--- config.mk ---
export PLATFORM = sky130hd
export DESIGN_NAME = register_file
export DESIGN_NICKNAME = d
export VERILOG_FILES = /design/src/rtl/regfile_pkg.sv /design/src/rtl/regfile_entry.sv /design/src/rtl/register_file.sv
export SDC_FILE = /design/constraint.sdc
export NUM_CORES = 2
export LEC_CHECK = 0
export CAP_MARGIN = 20
export CELL_PAD_IN_SITES_DETAIL_PLACEMENT = 0
export CELL_PAD_IN_SITES_GLOBAL_PLACEMENT = 2
export CORE_ASPECT_RATIO = 1.2
export CORE_MARGIN = 10
export CORE_UTILIZATION = 41
export DETAILED_ROUTE_END_ITERATION = 8
export PLACE_DENSITY_LB_ADDON = 0.1
export SETUP_SLACK_MARGIN = 0.15
export SYNTH_ARGS = -nofsm -noshare
export SYNTH_HDL_FRONTEND = slang
export SYNTH_HIERARCHICAL = 1
export SYNTH_SLANG_ARGS = --single-unit
export TNS_END_PERCENT = 30
--- constraint.sdc ---
create_clock -name Clk -period 3.2 [get_ports Clk]
set_clock_uncertainty 0.15 [all_clocks]
set_input_delay 0.96 -clock Clk [delete_from_list [all_inputs] [get_ports Clk]]
set_output_delay 0.96 -clock Clk [all_outputs]
set_load 0.01 [all_outputs]
--- src/rtl/regfile_pkg.sv ---
// -----------------------------------------------------------------------------
// regfile_pkg
//   Shared sizing constants and typedefs for the general-purpose register file.
//   DATA_W : width of one register and of the write/read data buses
//   ADDR_W : address width; DEPTH = 2**ADDR_W entries
// -----------------------------------------------------------------------------
package regfile_pkg;

  localparam int DATA_W = 32;
  localparam int ADDR_W = 5;
  localparam int DEPTH  = 2 ** ADDR_W;

  typedef logic [ADDR_W-1:0] reg_addr_t;
  typedef logic [DATA_W-1:0] reg_data_t;

endpackage : regfile_pkg

--- src/rtl/regfile_entry.sv ---
// -----------------------------------------------------------------------------
// regfile_entry
//   One storage word of the register file: a W-bit register with asynchronous
//   active-low clear and a synchronous write enable.
// Ports
//   clk   in  1   rising-edge clock
//   rst_n in  1   asynchronous clear, active low
//   i_en  in  1   load i_d on the next rising edge
//   i_d   in  W   write data
//   o_q   out W   stored value
// -----------------------------------------------------------------------------
module regfile_entry
  import regfile_pkg::*;
#(
  parameter int W = DATA_W
) (
  input  logic         clk,
  input  logic         rst_n,
  input  logic         i_en,
  input  logic [W-1:0] i_d,
  output logic [W-1:0] o_q
);

  logic [W-1:0] r_q;

  // NOTE: the whole array is cleared by reset on purpose (the datapath relies
  // on every register reading 0 after reset), so each word is a real flop
  // with an async clear rather than an unreset RAM cell.
  always_ff @(posedge clk or negedge rst_n) begin
    if (!rst_n) begin
      // NOTE: non-blocking assignment so every flop samples pre-edge values.
      r_q <= '0;
    end else if (i_en) begin
      r_q <= i_d;
    end
  end

  assign o_q = r_q;

endmodule : regfile_entry

--- src/rtl/register_file.sv ---
// -----------------------------------------------------------------------------
// register_file
//   General-purpose register file: DEPTH x DATA_W storage, one synchronous
//   write port and two independent combinational read ports (A, B).
//   Reads have no write-through bypass: a read of the address being written
//   returns the old value until the clock edge.
// Ports
//   Clk    in   1       rising-edge clock
//   Reset  in   1       asynchronous clear, active low
//   EnW    in   1       write enable
//   WAdd   in   ADDR_W  write address
//   DIn    in   DATA_W  write data
//   ReadA  in   ADDR_W  read address, port A
//   ReadB  in   ADDR_W  read address, port B
//   DA     out  DATA_W  read data, port A
//   DB     out  DATA_W  read data, port B
// Configuration
//   REGFILE_ZERO_REG_EN : when defined, entry 0 is hard-wired to zero (writes
//                         to address 0 are dropped, reads of 0 return 0).
//                         Undefined by default: entry 0 is an ordinary register.
// -----------------------------------------------------------------------------
module register_file
  import regfile_pkg::*;
#(
  parameter int DATA_W = regfile_pkg::DATA_W,
  parameter int ADDR_W = regfile_pkg::ADDR_W
) (
  input  logic              Clk,
  input  logic              Reset,
  input  logic              EnW,
  input  logic [ADDR_W-1:0] WAdd,
  input  logic [DATA_W-1:0] DIn,
  input  logic [ADDR_W-1:0] ReadA,
  input  logic [ADDR_W-1:0] ReadB,
  output logic [DATA_W-1:0] DA,
  output logic [DATA_W-1:0] DB
);

  localparam int DEPTH = 2 ** ADDR_W;

`ifdef REGFILE_ZERO_REG_EN
  localparam bit ZERO_REG = 1'b1;
`else
  localparam bit ZERO_REG = 1'b0;
`endif

  logic [DATA_W-1:0] w_q [DEPTH];

  for (genvar i = 0; i < DEPTH; i++) begin : g_entry
    if (ZERO_REG && (i == 0)) begin : g_zero
      // No storage at all for the hard-wired zero register.
      assign w_q[i] = '0;
    end else begin : g_reg
      // One-hot write decode: only the addressed entry sees an enable.
      logic w_wen;
      assign w_wen = EnW && (WAdd == ADDR_W'(i));

      regfile_entry #(
        .W (DATA_W)
      ) u_entry (
        .clk   (Clk),
        .rst_n (Reset),
        .i_en  (w_wen),
        .i_d   (DIn),
        .o_q   (w_q[i])
      );
    end
  end

  // Two independent DEPTH:1 read muxes, purely combinational.
  assign DA = w_q[ReadA];
  assign DB = w_q[ReadB];

endmodule : register_file

==> results.sh <==
export IMPL_combPwrFrac_pct=24.7
export IMPL_p_sw_mw=12.4
export IMPL_core_sq_mm=0.148
export IMPL_arrival_ps=2590
export IMPL_peakVddDrop_mv=0.511
export IMPL_period_share_pct=116
export IMPL_hold_violations=0
export IMPL_synth_top_cell_by_area="dfrtp_1"
export IMPL_drt_total_wl_um=218000
export IMPL_tightest_slew_ps=666
export IMPL_endpoint_kind="primary output"
export IMPL_tns_ps=-27960
export IMPL_clkPwrFrac_pct=33.8
export IMPL_synth_seq_cells=1024
export IMPL_firstDrtPassIters=5
export IMPL_grt_pass1_vias=43400
export IMPL_total_power_mw=42.7
export IMPL_cts_tree="done"
export IMPL_synth_nets=4593
export IMPL_internal_power_mw=30.3
export IMPL_hold_path_class="reg -> reg"
export IMPL_htreeDepth=3
export IMPL_die_w_um=372
export IMPL_fmax_mhz=270
export IMPL_viasPerCell=5.67
export IMPL_max_cap_viol_count=0
export IMPL_yosysUniqueCellTypes=24
export IMPL_antenna_found_initial=2
export IMPL_nFillCells=12800
export IMPL_min_from="g_entry[5].g_reg.u_entry/o_q[16]"
export IMPL_synth_top_area_share_pct=42.0
export IMPL_cts_root_buffer="clkbuf_16"
export IMPL_cts_buffers=118
export IMPL_synthTopCellsByArea="dfrtp_1, mux2_4, mux2i_1"
export IMPL_cts_path_max_buffers=3
export IMPL_critical_path_class="in -> out"
export IMPL_post_route_min_period_ps=3700
export IMPL_start_kind="input pin"
export IMPL_grt_max_degree=113
export IMPL_netlist_area_sq_mm=0.0611
export IMPL_hold_slack_ps=382
export IMPL_area_delta_synth_final_pct=25.0
export IMPL_synth_cells=4543
export IMPL_drc=0
export IMPL_r2r_start="g_entry[3].g_reg.u_entry/o_q[22]"
export IMPL_vias=40700
export IMPL_violations="setup timing"
export IMPL_wl_per_cell_um=30.4
export IMPL_fin_nets=5166
export IMPL_clk_pin_slew_ps=60
export IMPL_io_buffer_count=113
export IMPL_worstSkewPairLatency_ps=750
export IMPL_syn_mean_instance_area_sq_um=13.4
export IMPL_max_slew_margin_pct=55.6
export IMPL_cp_startpoint="ReadA[0]"
export IMPL_p_sw_share_pct=29.1
export IMPL_p_leak_nw=35.6
export IMPL_crit_path_max_fanout=6
export IMPL_gp_congestion=0.812
export IMPL_io_pin_count=114
export IMPL_rows=155
export IMPL_layout_drive_gt1_share_pct=43.3
export IMPL_grt_overflow=0
export IMPL_setup_ws_ps=-502
export IMPL_numClockSinks=1024
export IMPL_rsz0062_at_grt="true"
export IMPL_yosysSeqAreaShare_pct=42.0
export IMPL_grt_util_all_layers_pct=25.8
export IMPL_die_h_um=443
export IMPL_seqCellArea_sq_mm=0.0256
export IMPL_drt_initial_drc_count=2757
export IMPL_initial_core_util_pct=41.2
export IMPL_largest_reg_flops=1024
export IMPL_crit_required_ps=2090
export IMPL_detail_route_antenna_nets=0
export IMPL_slew_violations=0
export IMPL_multiInputGateArea_sq_mm=0.0333
export IMPL_antennaDiodeCount=0
export IMPL_setup_viol=64
export IMPL_seqPwrFrac_pct=41.5
export IMPL_grt_pass1_wl_um=316000
export IMPL_ys_warn_count=6
export IMPL_dieArea_sq_mm=0.165
export IMPL_status="finished with violations"
export IMPL_dpl_hpwl_um=137000
export IMPL_power_density_mw_per_mm2=559
[Yosys cell counts (all sizes together)]
master	count
dfrtp	1024
mux2	1024
mux2i	1024
buf	303
nand2	198
nand3	196
a21oi	192
a22oi	192
a22o	128
clkbuf	80
a31oi	64
nor3	64
nor2	35
nor2b	7
nand2b	6
or2	3
and2	2
nand4	1
[power by group through the flow]
stage	Combinational, mW	Sequential (mW)	Clock (mW)
detailed placement	9.76	17.8	0
global placement	9.70	17.7	0
floorplan	6.92	17.1	0
CTS	10.4	17.6	14.7
finish	10.5	17.7	14.4
global route	11.2	18.0	15.3
[cell type report]
cell class / count / share of cell area [%]
flip-flops and latches: 1024 / 33.6
clock inverters: 47 / 0.731
clock buffers: 170 / 4.62
repair buffers: 836 / 14.2
multi-input cells: 3136 / 43.6
well taps: 1962 / 3.22
[path summary, 6_finish.rpt]
path | to | slack, ps | cells past startpoint
worst max-delay path | DA[23] | -500 | 12
worst min-delay path | g_entry[5].g_reg.u_entry/o_q[16] | 380 | 1
worst max register to register | g_entry[3].g_reg.u_entry/o_q[22] | 2220 | 1
worst min register to register | g_entry[5].g_reg.u_entry/o_q[16] | 380 | 1
max in group asynchronous | g_entry[15].g_reg.u_entry/o_q[11] | 1300 | 4
min in group asynchronous | g_entry[10].g_reg.u_entry/o_q[9] | 550 | 2
[cell usage in the layout, fill, tap and decap left out, types with 34 or more instances in the layout]
cell                n
dfrtp_1          1024
mux2i_1           995
mux2_4            960
buf_4             355
buf_12            241
nand2_1           194
a21oi_1           187
a22oi_1           168
nand3_1           143
clkbuf_16         126
a22o_1            123
buf_6             102
mux2_2             64
nor3_2             39
nand3_2            39
clkdlybuf4s50_1    38
a31oi_1            37
nor2_4             34
[routing by layer]
layer  vias up  part of all wire, %  track usage (%)
li1      18000                    -                -
met1     21500                   45             35.4
met2       862                   49             43.2
met3       248                  3.3             2.64
met4         0                  2.6             6.62
met5         -                    0                0
[through the flow]
stage                     setup WS (ps)  utilization, %  cell area [sq um]  instances
after floorplan                    82.6               -              61200       4543
after global placement            -1650            45.9              68100       6810
after detailed placement          -1610            45.9              68100       6810
after CTS                          -551            50.8              75400       7123
after global routing               -552            51.4              76300       7175
final                              -502            51.4              76300       7175
[timing repair]
action / in CTS / in global routing
hold buffers: 1 / 0
cloned: 23 / 4
gates resized for setup: 704 / 86
setup endpoints to repair: 64 / 64
pin swaps: 119 / 62
buffers inserted: 72 / 49
hold endpoints to repair: 20 / 0
[kinds of logic after synthesis]
| group | after synthesis | share of synthesized area [%] |
|---|---|---|
| AND/OR/NAND/NOR | 512 | 3.76 |
| multiplexers | 2048 | 41.6 |
| buffers and inverters | 383 | 6.27 |
| AO/OA/AOI/OAI | 576 | 6.43 |
| flip-flops | 1024 | 42.0 |
[worst max-delay path: stages]
cell and delay, ps:
buf_6 90, buf_8 140, nor2b_4 220, buf_12 140, buf_12 130, buf_12 120
a22o_1 140, nor3_2 60, buf_4 130, a31oi_1 130, nand3_1 140, buf_2 180
Note: power is estimated with default switching activity, not from simulation.
